<file path="config.mk">
export PLATFORM = sky130hd
export DESIGN_NAME = mem_port_arbiter_flat
export DESIGN_NICKNAME = d
export VERILOG_FILES = /design/src/rtl/mem_port_arbiter_if.sv /design/src/rtl/mem_port_arbiter.sv /design/src/flat_wrapper.sv
export SDC_FILE = /design/constraint.sdc
export NUM_CORES = 1
export LEC_CHECK = 0
export ABC_AREA = 1
export BUFFER_PORTS_ARGS = -buffer_cell sky130_fd_sc_hd__buf_2
export CORE_AREA = 5 5 103 105
export CTS_BUF_LIST = sky130_fd_sc_hd__clkbuf_8
export CTS_CLUSTER_DIAMETER = 30
export DETAILED_ROUTE_END_ITERATION = 8
export DIE_AREA = 0 0 108 110
export GPL_ROUTABILITY_DRIVEN = 0
export HOLD_SLACK_MARGIN = 0.05
export PLACE_DENSITY = 0.51
export SKIP_LAST_GASP = 1
export SYNTH_ARGS = -nofsm -noshare
export SYNTH_HDL_FRONTEND = slang
export SYNTH_SLANG_ARGS = --single-unit
</file>
<file path="constraint.sdc">
create_clock -name clk_i -period 2.4 [get_ports clk_i]
set_input_delay 0.36 -clock clk_i [delete_from_list [all_inputs] [get_ports clk_i]]
set_output_delay 0.36 -clock clk_i [all_outputs]
set_load 0.01 [all_outputs]
</file>
<file path="src/rtl/mem_port_arbiter_if.sv">
// Bus bundle for mem_port_arbiter: IF read port, LS read/write port, memory port.
// Modports: slave (arbiter side), master (requesters + memory model side).
interface mem_port_arbiter_if #(
    parameter int ADDR_W = 32,
    parameter int DATA_W = 32
);
    localparam int BE_W = DATA_W / 8;

    logic              if_req_i;
    logic [ADDR_W-1:0] if_addr_i;
    logic              if_gnt_o;
    logic              if_rvalid_o;
    logic [DATA_W-1:0] if_rdata_o;

    logic              ls_req_i;
    logic              ls_we_i;
    logic [ADDR_W-1:0] ls_addr_i;
    logic [DATA_W-1:0] ls_wdata_i;
    logic [BE_W-1:0]   ls_be_i;
    logic              ls_gnt_o;
    logic              ls_rvalid_o;
    logic [DATA_W-1:0] ls_rdata_o;

    logic              mem_req_o;
    logic              mem_we_o;
    logic [ADDR_W-1:0] mem_addr_o;
    logic [DATA_W-1:0] mem_wdata_o;
    logic [BE_W-1:0]   mem_be_o;
    logic [DATA_W-1:0] mem_rdata_i;

    modport slave (
        input  if_req_i, if_addr_i,
        output if_gnt_o, if_rvalid_o, if_rdata_o,
        input  ls_req_i, ls_we_i, ls_addr_i, ls_wdata_i, ls_be_i,
        output ls_gnt_o, ls_rvalid_o, ls_rdata_o,
        output mem_req_o, mem_we_o, mem_addr_o, mem_wdata_o, mem_be_o,
        input  mem_rdata_i
    );

    modport master (
        output if_req_i, if_addr_i,
        input  if_gnt_o, if_rvalid_o, if_rdata_o,
        output ls_req_i, ls_we_i, ls_addr_i, ls_wdata_i, ls_be_i,
        input  ls_gnt_o, ls_rvalid_o, ls_rdata_o,
        input  mem_req_o, mem_we_o, mem_addr_o, mem_wdata_o, mem_be_o,
        output mem_rdata_i
    );
endinterface

</file>
<file path="src/rtl/mem_port_arbiter.sv">
// Shares one single-port memory between instruction fetch (IF) and the
// load/store unit (LS); one read in flight, fixed-latency read return.
// Ports: clk_i, rst_i (sync, active-high), bus (mem_port_arbiter_if.slave).
// Optional: define ARB_ROUND_ROBIN_EN for alternating priority on
// simultaneous requests (default: LS beats IF).
module mem_port_arbiter #(
    parameter int ADDR_W = 32,
    parameter int DATA_W = 32,
    parameter int RD_LAT = 2
) (
    input  logic                 clk_i,
    input  logic                 rst_i,
    mem_port_arbiter_if.slave    bus
);
    typedef enum logic {IDLE, RD_WAIT} state_t;

    localparam logic [2:0] CNT_INIT = 3'(RD_LAT - 1);

    state_t     state;
    logic [2:0] cnt;
    logic       owner;      // 1 = LS, 0 = IF
    logic       any_req;
    logic       grant;
    logic       pick_ls;
    logic       ls_write;
    logic       rd_done;

`ifdef ARB_ROUND_ROBIN_EN
    logic last_winner;      // 1 = LS, 0 = IF

    // On a tie, favour whoever did not win the previous grant.
    assign pick_ls = bus.ls_req_i && (!bus.if_req_i || !last_winner);
`else
    assign pick_ls = bus.ls_req_i;
`endif

    assign any_req  = bus.if_req_i | bus.ls_req_i;
    assign grant    = !rst_i && (state == IDLE) && any_req;
    assign ls_write = pick_ls && bus.ls_we_i;
    assign rd_done  = !rst_i && (state == RD_WAIT) && (cnt == 3'd0);

    assign bus.if_gnt_o    = grant && !pick_ls;
    assign bus.ls_gnt_o    = grant && pick_ls;
    assign bus.if_rvalid_o = rd_done && !owner;
    assign bus.ls_rvalid_o = rd_done && owner;
    assign bus.if_rdata_o  = bus.mem_rdata_i;
    assign bus.ls_rdata_o  = bus.mem_rdata_i;

    assign bus.mem_req_o   = grant;
    assign bus.mem_we_o    = grant && ls_write;
    assign bus.mem_addr_o  = !grant  ? '0 :
                             pick_ls ? bus.ls_addr_i : bus.if_addr_i;
    assign bus.mem_wdata_o = (grant && ls_write) ? bus.ls_wdata_i : '0;
    assign bus.mem_be_o    = !grant   ? '0 :
                             ls_write ? bus.ls_be_i : '1;

    always_ff @(posedge clk_i) begin
        if (rst_i) begin
            state <= IDLE;
            cnt   <= 3'd0;
            owner <= 1'b0;
`ifdef ARB_ROUND_ROBIN_EN
            last_winner <= 1'b1;
`endif
        end else begin
            unique case (state)
                IDLE: begin
                    if (grant) begin
`ifdef ARB_ROUND_ROBIN_EN
                        last_winner <= pick_ls;
`endif
                        // Writes finish in the grant cycle; only reads wait.
                        if (!ls_write) begin
                            owner <= pick_ls;
                            cnt   <= CNT_INIT;
                            state <= RD_WAIT;
                        end
                    end
                end
                RD_WAIT: begin
                    if (cnt == 3'd0) begin
                        state <= IDLE;
                    end else begin
                        cnt <= cnt - 3'd1;
                    end
                end
                default: state <= IDLE;
            endcase
        end
    end
endmodule

</file>
<file path="src/flat_wrapper.sv">
// flat-port wrapper written by rule: the top's interface ports become plain ports
module mem_port_arbiter_flat 
#(
    parameter int ADDR_W = 32,
    parameter int DATA_W = 32,
    parameter int RD_LAT = 2
)
  (clk_i, rst_i, bus_if_req_i, bus_if_addr_i, bus_if_gnt_o, bus_if_rvalid_o, bus_if_rdata_o, bus_ls_req_i, bus_ls_we_i, bus_ls_addr_i, bus_ls_wdata_i, bus_ls_be_i, bus_ls_gnt_o, bus_ls_rvalid_o, bus_ls_rdata_o, bus_mem_req_o, bus_mem_we_o, bus_mem_addr_o, bus_mem_wdata_o, bus_mem_be_o, bus_mem_rdata_i);
  mem_port_arbiter_if #(.ADDR_W(ADDR_W), .DATA_W(DATA_W)) bus_i ();
  input  logic clk_i;
  input  logic rst_i;
  input wire logic [$bits(bus_i.if_req_i)-1:0] bus_if_req_i;
  input wire logic [$bits(bus_i.if_addr_i)-1:0] bus_if_addr_i;
  output wire logic [$bits(bus_i.if_gnt_o)-1:0] bus_if_gnt_o;
  output wire logic [$bits(bus_i.if_rvalid_o)-1:0] bus_if_rvalid_o;
  output wire logic [$bits(bus_i.if_rdata_o)-1:0] bus_if_rdata_o;
  input wire logic [$bits(bus_i.ls_req_i)-1:0] bus_ls_req_i;
  input wire logic [$bits(bus_i.ls_we_i)-1:0] bus_ls_we_i;
  input wire logic [$bits(bus_i.ls_addr_i)-1:0] bus_ls_addr_i;
  input wire logic [$bits(bus_i.ls_wdata_i)-1:0] bus_ls_wdata_i;
  input wire logic [$bits(bus_i.ls_be_i)-1:0] bus_ls_be_i;
  output wire logic [$bits(bus_i.ls_gnt_o)-1:0] bus_ls_gnt_o;
  output wire logic [$bits(bus_i.ls_rvalid_o)-1:0] bus_ls_rvalid_o;
  output wire logic [$bits(bus_i.ls_rdata_o)-1:0] bus_ls_rdata_o;
  output wire logic [$bits(bus_i.mem_req_o)-1:0] bus_mem_req_o;
  output wire logic [$bits(bus_i.mem_we_o)-1:0] bus_mem_we_o;
  output wire logic [$bits(bus_i.mem_addr_o)-1:0] bus_mem_addr_o;
  output wire logic [$bits(bus_i.mem_wdata_o)-1:0] bus_mem_wdata_o;
  output wire logic [$bits(bus_i.mem_be_o)-1:0] bus_mem_be_o;
  input wire logic [$bits(bus_i.mem_rdata_i)-1:0] bus_mem_rdata_i;
  assign bus_i.if_req_i = bus_if_req_i;
  assign bus_i.if_addr_i = bus_if_addr_i;
  assign bus_if_gnt_o = bus_i.if_gnt_o;
  assign bus_if_rvalid_o = bus_i.if_rvalid_o;
  assign bus_if_rdata_o = bus_i.if_rdata_o;
  assign bus_i.ls_req_i = bus_ls_req_i;
  assign bus_i.ls_we_i = bus_ls_we_i;
  assign bus_i.ls_addr_i = bus_ls_addr_i;
  assign bus_i.ls_wdata_i = bus_ls_wdata_i;
  assign bus_i.ls_be_i = bus_ls_be_i;
  assign bus_ls_gnt_o = bus_i.ls_gnt_o;
  assign bus_ls_rvalid_o = bus_i.ls_rvalid_o;
  assign bus_ls_rdata_o = bus_i.ls_rdata_o;
  assign bus_mem_req_o = bus_i.mem_req_o;
  assign bus_mem_we_o = bus_i.mem_we_o;
  assign bus_mem_addr_o = bus_i.mem_addr_o;
  assign bus_mem_wdata_o = bus_i.mem_wdata_o;
  assign bus_mem_be_o = bus_i.mem_be_o;
  assign bus_i.mem_rdata_i = bus_mem_rdata_i;
  mem_port_arbiter #(.ADDR_W(ADDR_W), .DATA_W(DATA_W), .RD_LAT(RD_LAT)) u_core (.clk_i(clk_i), .rst_i(rst_i), .bus(bus_i));
endmodule
</file>
==> summary.txt, run 1 <==
Status
  – Status: finished clean

Logic synthesis
  – Synth Cell Area: ~1500 sq um
  – Post-Syn Instances: 287
  – Mapped Nets: ~430
  – Netlist cell types: 18
  – #FFs+latches synth: 5
  – Ys Warns: 0
  – Synthesized area per cell: 5.35 sq um
  – Post-synthesis sequential area ratio: 6.52%

Die
  – Die width: between 100 and 150 microns
  – Starting Density: 16.1%
  – Die area: 11900 sq um
  – Top-Level Pins: 275
  – Site Rows: 36
  – Core Area: between 9000 and 10000 sq um
  – Chip height: roughly 110 microns

Final layout
  – Layout net count: 538
  – Ratio of cells with drive above 1 in the final layout: 50.8%
  – Cell area after layout: 2100 sq um
  – Area delta synth->final: 37.1%
  – FILL cells: 1109
  – # diodes: 0
  – Non-Filler Instances: between 500 and 600

Power and ir drop
  – Pwr dens: 260 nW/um^2
  – Pleak: 1.53 nW
  – Max VDD drop: 0.000288 V
  – Pwr Total: 0.546 mW

Job
  – Max_cap viols: 0

Clock network
  – Clk_lat worst skew: 0.22 ns
  – Clk sink count: 5
  – Clk slew on worst S/H paths: roughly 0.040 ns
  – CTS tree: yes
  – Postcts setup bufs: 0
  – Root buf cell: clkbuf_8
  – CTS hold repair buffers: 0
  – H-tree levels: 1
  – CTS buffer count: 3
  – PostCTS Resize Cnt: 0
  – CTS max path bufs: 2

Critical path
  – CP required: 2.04 ns
  – R2R cell count: 7
  – Critical path buffers and inverters: 3
  – Critical R2R Capture: u_core.cnt[2]
  – Critical path's slowest cell: dfxtp_1
  – Reg2Reg Launch Point: u_core.cnt[0]
  – CP Max Fanout: 33
  – Worst setup SP type: register
  – Cell type group with the largest total delay on the critical path: buffers and inverters
  – CP endpoint kind: primary output
  – Setup slack, reg-to-reg: 0.91 ns
  – Crit path DAT: between 1.5 and 2 ns
  – Critical Path, Cell by Cell: nor2_4, nand2_4, inv_2, nand2_2, inv_4, nand2_2, nand2_1, buf_2
  – Crit path top cell by count: nand2_2
  – Critical Path Max Stage Delay: 0.34 ns
  – Setup CP Type: register to primary output

Timing
  – Fin. Hold Viols: 0
  – Max Clock Skew: about 0.0019 ns
  – Unrepaired setup endpoints after global routing: false
  – Peak Freq: roughly 520 MHz
  – Setup TNS: 0 ns
  – Max-slew violation count: 0
  – # setup viols final: 0
  – Relative slew slack: 74.1%
  – Slew @ Worst Pin: 0.389 ns
  – Tmin final: between 1.5 and 2 ns
  – Fin crit share: 80.4%

Place
  – Post-DP Area: roughly 2100 sq um
  – Post-placement cell count: 527
  – DP Wirelength: 5250 microns
  – Port Buffers: 178

Min path
  – Worst Hold End: u_core.cnt[2]
  – Hold Crit Class: primary input to register
  – Worst hold start: rst_i
  – Worst Hold Depth: 2

Global route
  – Largest net degree at the start of global routing: 34
  – Initial antenna violation count: 0
  – GRT Residual Overflow: 0
  – Total GRT Usage: 8.51%
  – Vias in the first global route: 1800
  – First-pass GRT wire length: 8250 microns

Route
  – Via-to-Cell Ratio: 3.55
  – Drt first-iter violations: 62
  – DRC: 0
  – DRT Wirelength: 6010 microns
  – 1st-pass router iterations: 4
  – Vias: approximately 1900
  – Routed WL per cell: around 11 microns
  – Post-route ant nets: 0
==> synth_stat cells <==
cell type,number,area [sq um]
nand3_1,5,25.0
nand2_1,93,349
ha_1,2,25.0
nor2_4,2,22.5
a21oi_1,5,25.0
or2_2,2,12.5
buf_6,2,22.5
buf_12,1,20.0
nand2_2,11,68.8
buf_2,3,15.0
inv_4,1,6.26
nand4_1,1,6.26
dfxtp_1,5,100
inv_1,41,154
nor2_1,43,161
nand2_4,1,11.3
buf_4,67,503
inv_2,2,7.51
==> metal layers <==
metal  GRT usage, %  up-vias  part of all wire, %
met1           8.42      766                   34
met2           16.9      127                   52
met5              0        -                    0
met4          0.812        0                  1.0
li1               -      982                    -
met3           3.73        9                   13
==> worst max-delay path by stage <==
stage                  from                 end  slack (ns)  depth (start not counted)
3_5_place_dp          rst_i  bus_mem_addr_o[22]        0.51                          9
4_1_cts        u_core.state  bus_mem_addr_o[22]        0.42                          8
3_3_place_gp          rst_i  bus_mem_addr_o[22]        0.54                          8
5_1_grt        u_core.state   bus_mem_addr_o[8]        0.29                          8
2_1_floorplan  u_core.state  bus_mem_addr_o[22]        0.97                          8
6_report       u_core.state  bus_mem_addr_o[22]        0.47                          8
==> cell usage in the layout (no fill, tap or decap) <==
| cell | n |
|---|---|
| nor2_4 | 2 |
| nand2_1 | 93 |
| nor2_1 | 43 |
| buf_12 | 1 |
| inv_2 | 2 |
| inv_1 | 42 |
| buf_2 | 178 |
| a21oi_1 | 5 |
| nand2_4 | 1 |
| nand2_2 | 11 |
| or2_2 | 2 |
| nand3_1 | 5 |
| buf_4 | 1 |
| clkbuf_8 | 3 |
| ha_1 | 2 |
| nand4_1 | 1 |
| dfxtp_1 | 5 |
| inv_4 | 1 |
==> state kept, by name, summed over array words and instances (netlist names) <==
signal        count
u_core.state      1
u_core.cnt        3
u_core.owner      1
==> cell type report <==
class	count	area, sq um	share of cell area (%)
repair buffers	180	918	43.6
multi-input cells	165	707	33.6
inverters	44	168	7.97
well taps	133	166	7.91
flip-flops and latches	5	100	4.76
clock buffers	3	41.3	1.96
clock inverters	1	3.75	0.178
==> cells by family (layout without fill, tap and decap cells) <==
family | Yosys count | in the layout | synth area share, %
AOI/OAI and AO/OA | 5 | 5 | 1.63
adders and majority gates | 2 | 2 | 1.63
buffers and inverters | 117 | 228 | 47.4
DFF | 5 | 5 | 6.52
and+or+nand+nor | 158 | 158 | 42.8
==> where the power goes <==
part	leakage (nW)	switching [mW]	internal, mW
Sequential	0.0409	0.00362	0.0886
Combinational	1.46	0.161	0.140
Clock	0.0269	0.0430	0.110
Total	1.53	0.208	0.338
==> stage by stage <==
stage	setup WS (ns)	hold WS, ns	utilization [%]
after detailed placement	0.510	0.474	21.6
final	0.471	0.412	22.0
after floorplan	0.968	0.429	-
after global placement	0.535	0.472	21.6
after global routing	0.289	0.413	22.0
after CTS	0.416	0.407	22.0
Power figures use the tool's default switching activity.
==> run 2: changes to the inputs <==
PLACE_DENSITY = 0.53   (was 0.51)
clock period = 1.7 ns   (was 2.4 ns; I/O delays follow)
==> run 2 against run 1 <==
Net effect: global-route usage shrank 0.73 points; first-iteration DRC count grew 100%; critical path depth grew 1; sequential share of layout area shrank 0.32 points; utilization grew 1.9 points; final area grew 8.5%; cell count grew 2.3%; clock power grew 41%; non-clock buffer count grew 12; clock skew shrank 0.00073 ns; routed wire length shrank 1.6%; sequential power grew 42%; largest power group unchanged; highest routed layer unchanged.
==> summary.txt, run 2 (same netlist as run 1, synthesis figures left out) <==
Die
  – Die width: 108 microns (unchanged)
  – Starting Density: 16.1% (unchanged)
  – Die area: 11900 sq um (unchanged)
  – Core Area: 9550 sq um (unchanged)
  – Site Rows: 36 (unchanged)
  – Chip height: 110 microns (unchanged)
  – Top-Level Pins: 275 (unchanged)

Min path
  – Worst Hold Depth: 2 (unchanged)
  – Worst Hold End: u_core.state
  – Hold Crit Class: primary input to register
  – Worst hold start: rst_i

Route
  – 1st-pass router iterations: 4 (unchanged)
  – DRT Wirelength: 5910 microns (-1.6%)
  – Post-route ant nets: 0 (unchanged)
  – Via-to-Cell Ratio: 3.53 (-0.39%)
  – DRC: 0 (unchanged)
  – Drt first-iter violations: 126 (+100%)
  – Routed WL per cell: 10.9 microns (-3.8%)
  – Vias: 1919 (+1.9%)

Timing
  – Slew @ Worst Pin: 0.231 ns (-0.158 ns)
  – Setup ws final: 0.0334 ns (-0.437 ns)
  – # setup viols final: 0 (unchanged)
  – Tmin final: 1.67 ns
  – Peak Freq: 600 MHz
  – Fin. Hold Viols: 0 (unchanged)
  – Setup TNS: 0 ns (unchanged)
  – Unrepaired setup endpoints after global routing: true
  – Relative slew slack: 84.6% (+10 points)
  – Max Clock Skew: 0.00113 ns (-0.000729 ns)
  – Fin crit share: 98.0%
  – Max-slew violation count: 0 (unchanged)

Final layout
  – Non-Filler Instances: 543 (+2.3%)
  – Area delta synth->final: 48.7%
  – Ratio of cells with drive above 1 in the final layout: 52.4% (+1.7 points)
  – Biggest register: u_core.cnt
  – Max FFs per register: 3 (unchanged)
  – # diodes: 0 (unchanged)
  – Commonest cells after routing, fill and taps aside: buf_2, nand2_1, nor2_1
  – FILL cells: 1110 (+0.090%)
  – Layout net count: 550 (+2.2%)
  – Commonest non-fill, non-tap cell in the layout: buf_2
  – Biggest regs: u_core.cnt (3), u_core.owner (1), u_core.state (1)
  – Area occupied by multi-input gates: 707 sq um (unchanged)
  – Register area: 101 sq um (+1.2%)

Critical path
  – CP required: 1.44 ns (-0.60 ns)
  – Setup slack, reg-to-reg: 0.24 ns (-0.67 ns)
  – Critical Path, Cell by Cell: nor2_4, nand2_4, inv_2, nand2_2, clkinv_4, clkbuf_16, nand2_1, nand2_1, buf_2
  – Reg2Reg Launch Point: u_core.cnt[0]
  – Critical path's slowest cell: dfxtp_2
  – R2R cell count: 7 (unchanged)
  – CP Max Fanout: 6 (-82%)
  – CP endpoint kind: primary output
  – Setup CP Type: register to primary output
  – Worst setup SP type: register
  – Crit path DAT: 1.41 ns (-0.16 ns)
  – Crit path top cell by count: nand2_1
  – Critical R2R Capture: u_core.cnt[2]
  – Critical Path Max Stage Delay: 0.33 ns (about the same)

Power and ir drop
  – Pwr dens: 363 nW/um^2 (+40%)
  – Int Power: 0.520 mW (+54%)
  – Clock group share of total power: 26.1% (-1.9 points)
  – Pleak: 1.61 nW (+5.6%)
  – P_sw: 0.308 mW (+48%)
  – Max VDD drop: 0.000382 V (+33%)
  – Switching Share: 37.2% (-0.85 points)
  – Comb power frac: 58.1% (+2.9 points)
  – Sequential power share: 15.8% (-1.1 points)
  – Pwr Total: 0.828 mW (+52%)

Clock network
  – Clk_lat worst skew: 0.22 ns (about the same)
  – Root buf cell: clkbuf_8
  – Clk slew on worst S/H paths: 0.04 ns (about the same)
  – H-tree levels: 1 (unchanged)
  – Clk sink count: 5 (unchanged)
  – CTS buffer count: 3 (unchanged)
  – CTS max path bufs: 2 (unchanged)
  – CTS hold repair buffers: 0 (unchanged)
  – CTS tree: yes

Global route
  – Initial antenna violation count: 0 (unchanged)
  – First-pass GRT wire length: 7690 microns (-6.7%)
  – Met3 Track Usage GR: 2.21% (-1.5 points)
  – Total GRT Usage: 7.78% (-0.73 points)
  – Largest net degree at the start of global routing: 24 (-29%)
  – GRT Residual Overflow: 0 (unchanged)
  – Vias in the first global route: 1698 (-5.7%)
  – GR peak layer: met2
  – Met1 Use GR: 8.61% (+0.19 points)
  – M2 GR Usage: 13.5% (-3.4 points)

Place
  – Port Buffers: 178 (unchanged)
  – Setup WS pre-CTS: 0.177 ns (-0.333 ns)
  – DP Wirelength: 4900 microns (-6.8%)
  – Post-placement cell count: 532 (+0.95%)

Status
  – Status: finished clean

Job
  – Max_cap viols: 0 (unchanged)
-- run 2: cell count changes in the layout (fill, tap and decap cells not counted) --
cell / change
dfxtp_2: +1
clkbuf_16: +3
buf_6: +2
buf_12: +2
clkinv_4: +1
inv_4: -1
buf_4: +5
dfxtp_1: -1
-- run 2: worst max path at each step --
stage / from / endpoint
floorplan: u_core.cnt[0] / u_core.cnt[1]
global placement: rst_i / bus_mem_addr_o[0]
detailed placement: rst_i / bus_mem_addr_o[0]
CTS: u_core.state / bus_mem_addr_o[0]
global route: u_core.state / bus_mem_addr_o[16]
finish: u_core.state / bus_mem_addr_o[18]
-- run 2: power by group through the flow --
stage	Clock [mW]	Sequential, mW	Combinational, mW
3_5_place_dp	0	0.132	0.449
3_3_place_gp	0	0.132	0.444
2_1_floorplan	0	0.131	0.364
5_1_grt	0.230	0.131	0.539
4_1_cts	0.220	0.130	0.452
6_report	0.216	0.131	0.481
-- run 2: critical path, delay by kind of cell, from the launching register on --
kind	cells	cell delay, ns
buf+inv	4	0.47
simple gates	5	0.39
flops	1	0.33
-- run 2: through the flow --
step	utilization (%)	hold WS, ns	cell area (sq um)
floorplan	-	0.324	1540
global placement	22.2	0.472	2120
detailed placement	22.2	0.472	2120
CTS	22.7	0.289	2170
global route	23.9	0.298	2280
finish	23.9	0.291	2280
-- run 2: area by class of cell --
cell class / instances / area share [%]
well taps: 133 / 7.29
multi-input cells: 165 / 31.0
inverters: 44 / 7.45
clock buffers: 3 / 1.81
clock inverters: 1 / 0.164
flip-flops and latches: 5 / 4.44
repair buffers: 192 / 47.9
-- run 2: routing by layer --
metal,part of all wire [%],wire (microns)
met3,9.9,585
met1,38,2240
met5,0,0
met4,3.7,219
met2,48,2870
-- run 2: timing repair --
action	4_1_cts	5_1_grt
pin swaps	1	2
endpoints found under the setup margin	17	32
endpoints found under the hold margin	0	0
buffers inserted	0	3
gates resized for setup	0	4
cloned	0	4
==> run 3: changes to the inputs <==
SETUP_SLACK_MARGIN = 0.1   (was unset)
==> run 3 against run 2 <==
Net effect: largest power group unchanged; sequential power about the same; critical endpoint is now bus_mem_addr_o[11]; power increased by 4.6%; worst setup slack gained 0.031 ns; highest routed layer unchanged; critical path type unchanged.
==> summary.txt, run 3 (same netlist as run 1, synthesis figures left out) <==
Final layout
  – Max FFs per register: 3 (unchanged)
  – Ratio of cells with drive above 1 in the final layout: 58.1% (+5.7 points)
  – Commonest non-fill, non-tap cell in the layout: buf_2
  – Biggest regs: u_core.cnt (3), u_core.owner (1), u_core.state (1)
  – Biggest register: u_core.cnt
  – Area delta synth->final: 57.9%
  – Commonest cells after routing, fill and taps aside: buf_2, nand2_1, inv_1
  – Layout net count: 553 (+0.55%)
  – # diodes: 0 (unchanged)

Global route
  – First-pass GRT wire length: 8110 microns (+5.4%)
  – Initial antenna violation count: 0 (unchanged)
  – Total GRT Usage: 8.30% (+0.52 points)
  – Largest net degree at the start of global routing: 24 (unchanged)
  – Vias in the first global route: 1762 (+3.8%)
  – GRT Residual Overflow: 0 (unchanged)

Route
  – DRC: 0 (unchanged)
  – Via-to-Cell Ratio: 3.57 (+1.0%)
  – Post-route ant nets: 0 (unchanged)
  – Vias: 1949 (+1.6%)
  – DRT Wirelength: 6090 microns (+3.0%)
  – Drt first-iter violations: 135 (+7.1%)
  – Routed WL per cell: 11.2 microns (+2.4%)
  – 1st-pass router iterations: 4 (unchanged)

Timing
  – Slew @ Worst Pin: 0.228 ns (-0.00321 ns)
  – Fin crit share: 96.2% (-1.8 points)
  – Unrepaired setup endpoints after global routing: true
  – Relative slew slack: 84.8% (+0.21 points)
  – Max Clock Skew: 0.00238 ns (+0.00125 ns)
  – Tmin final: 1.64 ns (-0.0308 ns)
  – Max-slew violation count: 0 (unchanged)
  – Peak Freq: 611 MHz (+1.9%)
  – # setup viols final: 0 (unchanged)
  – Setup ws final: 0.0641 ns (+0.0308 ns)
  – Fin. Hold Viols: 0 (unchanged)

Critical path
  – Critical path's slowest cell: dfxtp_4
  – Cell type group with the largest total delay on the critical path: buffers and inverters
  – Critical path buffers and inverters: 4 (unchanged)
  – Setup CP Type: register to primary output
  – CP endpoint kind: primary output
  – Crit path DAT: 1.38 ns (-0.03 ns)
  – Critical Path, Cell by Cell: nor2_4, nand2_4, inv_4, nand2_4, clkinv_8, clkbuf_16, nand2_2, nand2_1, buf_2
  – Worst setup SP type: register
  – Crit path top cell by count: nand2_4
  – CP required: 1.44 ns (about the same)
  – CP Max Fanout: 6 (unchanged)
  – Critical Path Max Stage Delay: 0.34 ns (about the same)

Clock network
  – CTS max path bufs: 2 (unchanged)
  – CTS hold repair buffers: 0 (unchanged)
  – CTS tree: yes
  – Clk slew on worst S/H paths: 0.03 ns (about the same)
  – Clk_lat worst skew: 0.22 ns (about the same)
  – Root buf cell: clkbuf_8
  – H-tree levels: 1 (unchanged)
  – CTS buffer count: 3 (unchanged)
  – Clk sink count: 5 (unchanged)

Die
  – Starting Density: 16.1% (unchanged)
  – Site Rows: 36 (unchanged)
  – Core Area: 9550 sq um (unchanged)
  – Chip height: 110 microns (unchanged)
  – Top-Level Pins: 275 (unchanged)
  – Die area: 11900 sq um (unchanged)
  – Die width: 108 microns (unchanged)

Power and ir drop
  – Pwr Total: 0.866 mW (+4.6%)
  – Pleak: 1.67 nW (+3.3%)
  – Max VDD drop: 0.000400 V (+4.8%)
  – Pwr dens: 357 nW/um^2 (-1.5%)

Place
  – DP Wirelength: 4900 microns (unchanged)
  – Setup WS pre-CTS: 0.177 ns (unchanged)
  – Port Buffers: 178 (unchanged)

Min path
  – Hold Crit Class: primary input to register

Job
  – Max_cap viols: 0 (unchanged)

Status
  – Status: finished clean
==> run 3: changes by cell type in the layout (fill, tap and decap cells not counted), moves of 2 or more <==
cell | previous run | this run
nor2_1 | 43 | 37
nand2_4 | 1 | 3
nand2_2 | 11 | 21
buf_12 | 3 | 6
nand2_1 | 93 | 81
ha_1 | 2 | 0
nor2_2 | 0 | 6
ha_2 | 0 | 2
==> run 3: metal layers <==
layer / part of all wire, % / routed length (microns) / vias to the layer above / GRT usage, %
met3: 9.6 / 586 / 30 / 2.33
met5: 0 / 0 / - / 0
met2: 49 / 3000 / 99 / 14.7
li1: - / - / 1012 / -
met1: 37 / 2280 / 808 / 9.10
met4: 3.6 / 219 / 0 / 4.15
==> run 3: what timing repair did <==
action / 4_1_cts / 5_1_grt
gates cloned: 2 / 3
setup buffers: 6 / 1
pin swaps: 1 / 6
endpoints found under the setup margin: 34 / 61
resized for setup: 14 / 24
==> run 3: cell type report <==
cell class / count / area [sq um]
Clock buffer: 3 / 41.3
Clock inverter: 1 / 3.75
Fill cell: 1087 / 7120
Inverter: 44 / 180
Multi-Input combinational cell: 165 / 772
Sequential cell: 5 / 104
Tap cell: 133 / 166
Timing Repair Buffer: 195 / 1160
==> run 3: power breakdown <==
group	internal [mW]	switching, mW
clock	0.155	0.0604
combinational	0.260	0.260
sequential	0.125	0.00505
==> run 3: metrics by stage <==
stage | area [sq um] | TNS [ns] | instances | utilization (%) | hold slack, ns
floorplan | 1540 | 0 | 287 | - | 0.324
detailed placement | 2120 | 0 | 532 | 22.2 | 0.472
global placement | 2120 | 0 | 532 | 22.2 | 0.472
CTS | 2330 | 0 | 544 | 24.4 | 0.283
global route | 2420 | -0.0101 | 546 | 25.4 | 0.298
finish | 2420 | 0 | 546 | 25.4 | 0.287
==> run 3: path summary, 6_finish.rpt <==
path	from	end	slack, ns	depth (start not counted)
worst max-delay path	u_core.state	bus_mem_addr_o[11]	0.06	9
worst min-delay path	rst_i	u_core.state	0.29	2
worst max register to register	u_core.cnt[0]	u_core.cnt[2]	0.27	7
worst min register to register	u_core.cnt[1]	u_core.cnt[1]	0.48	2
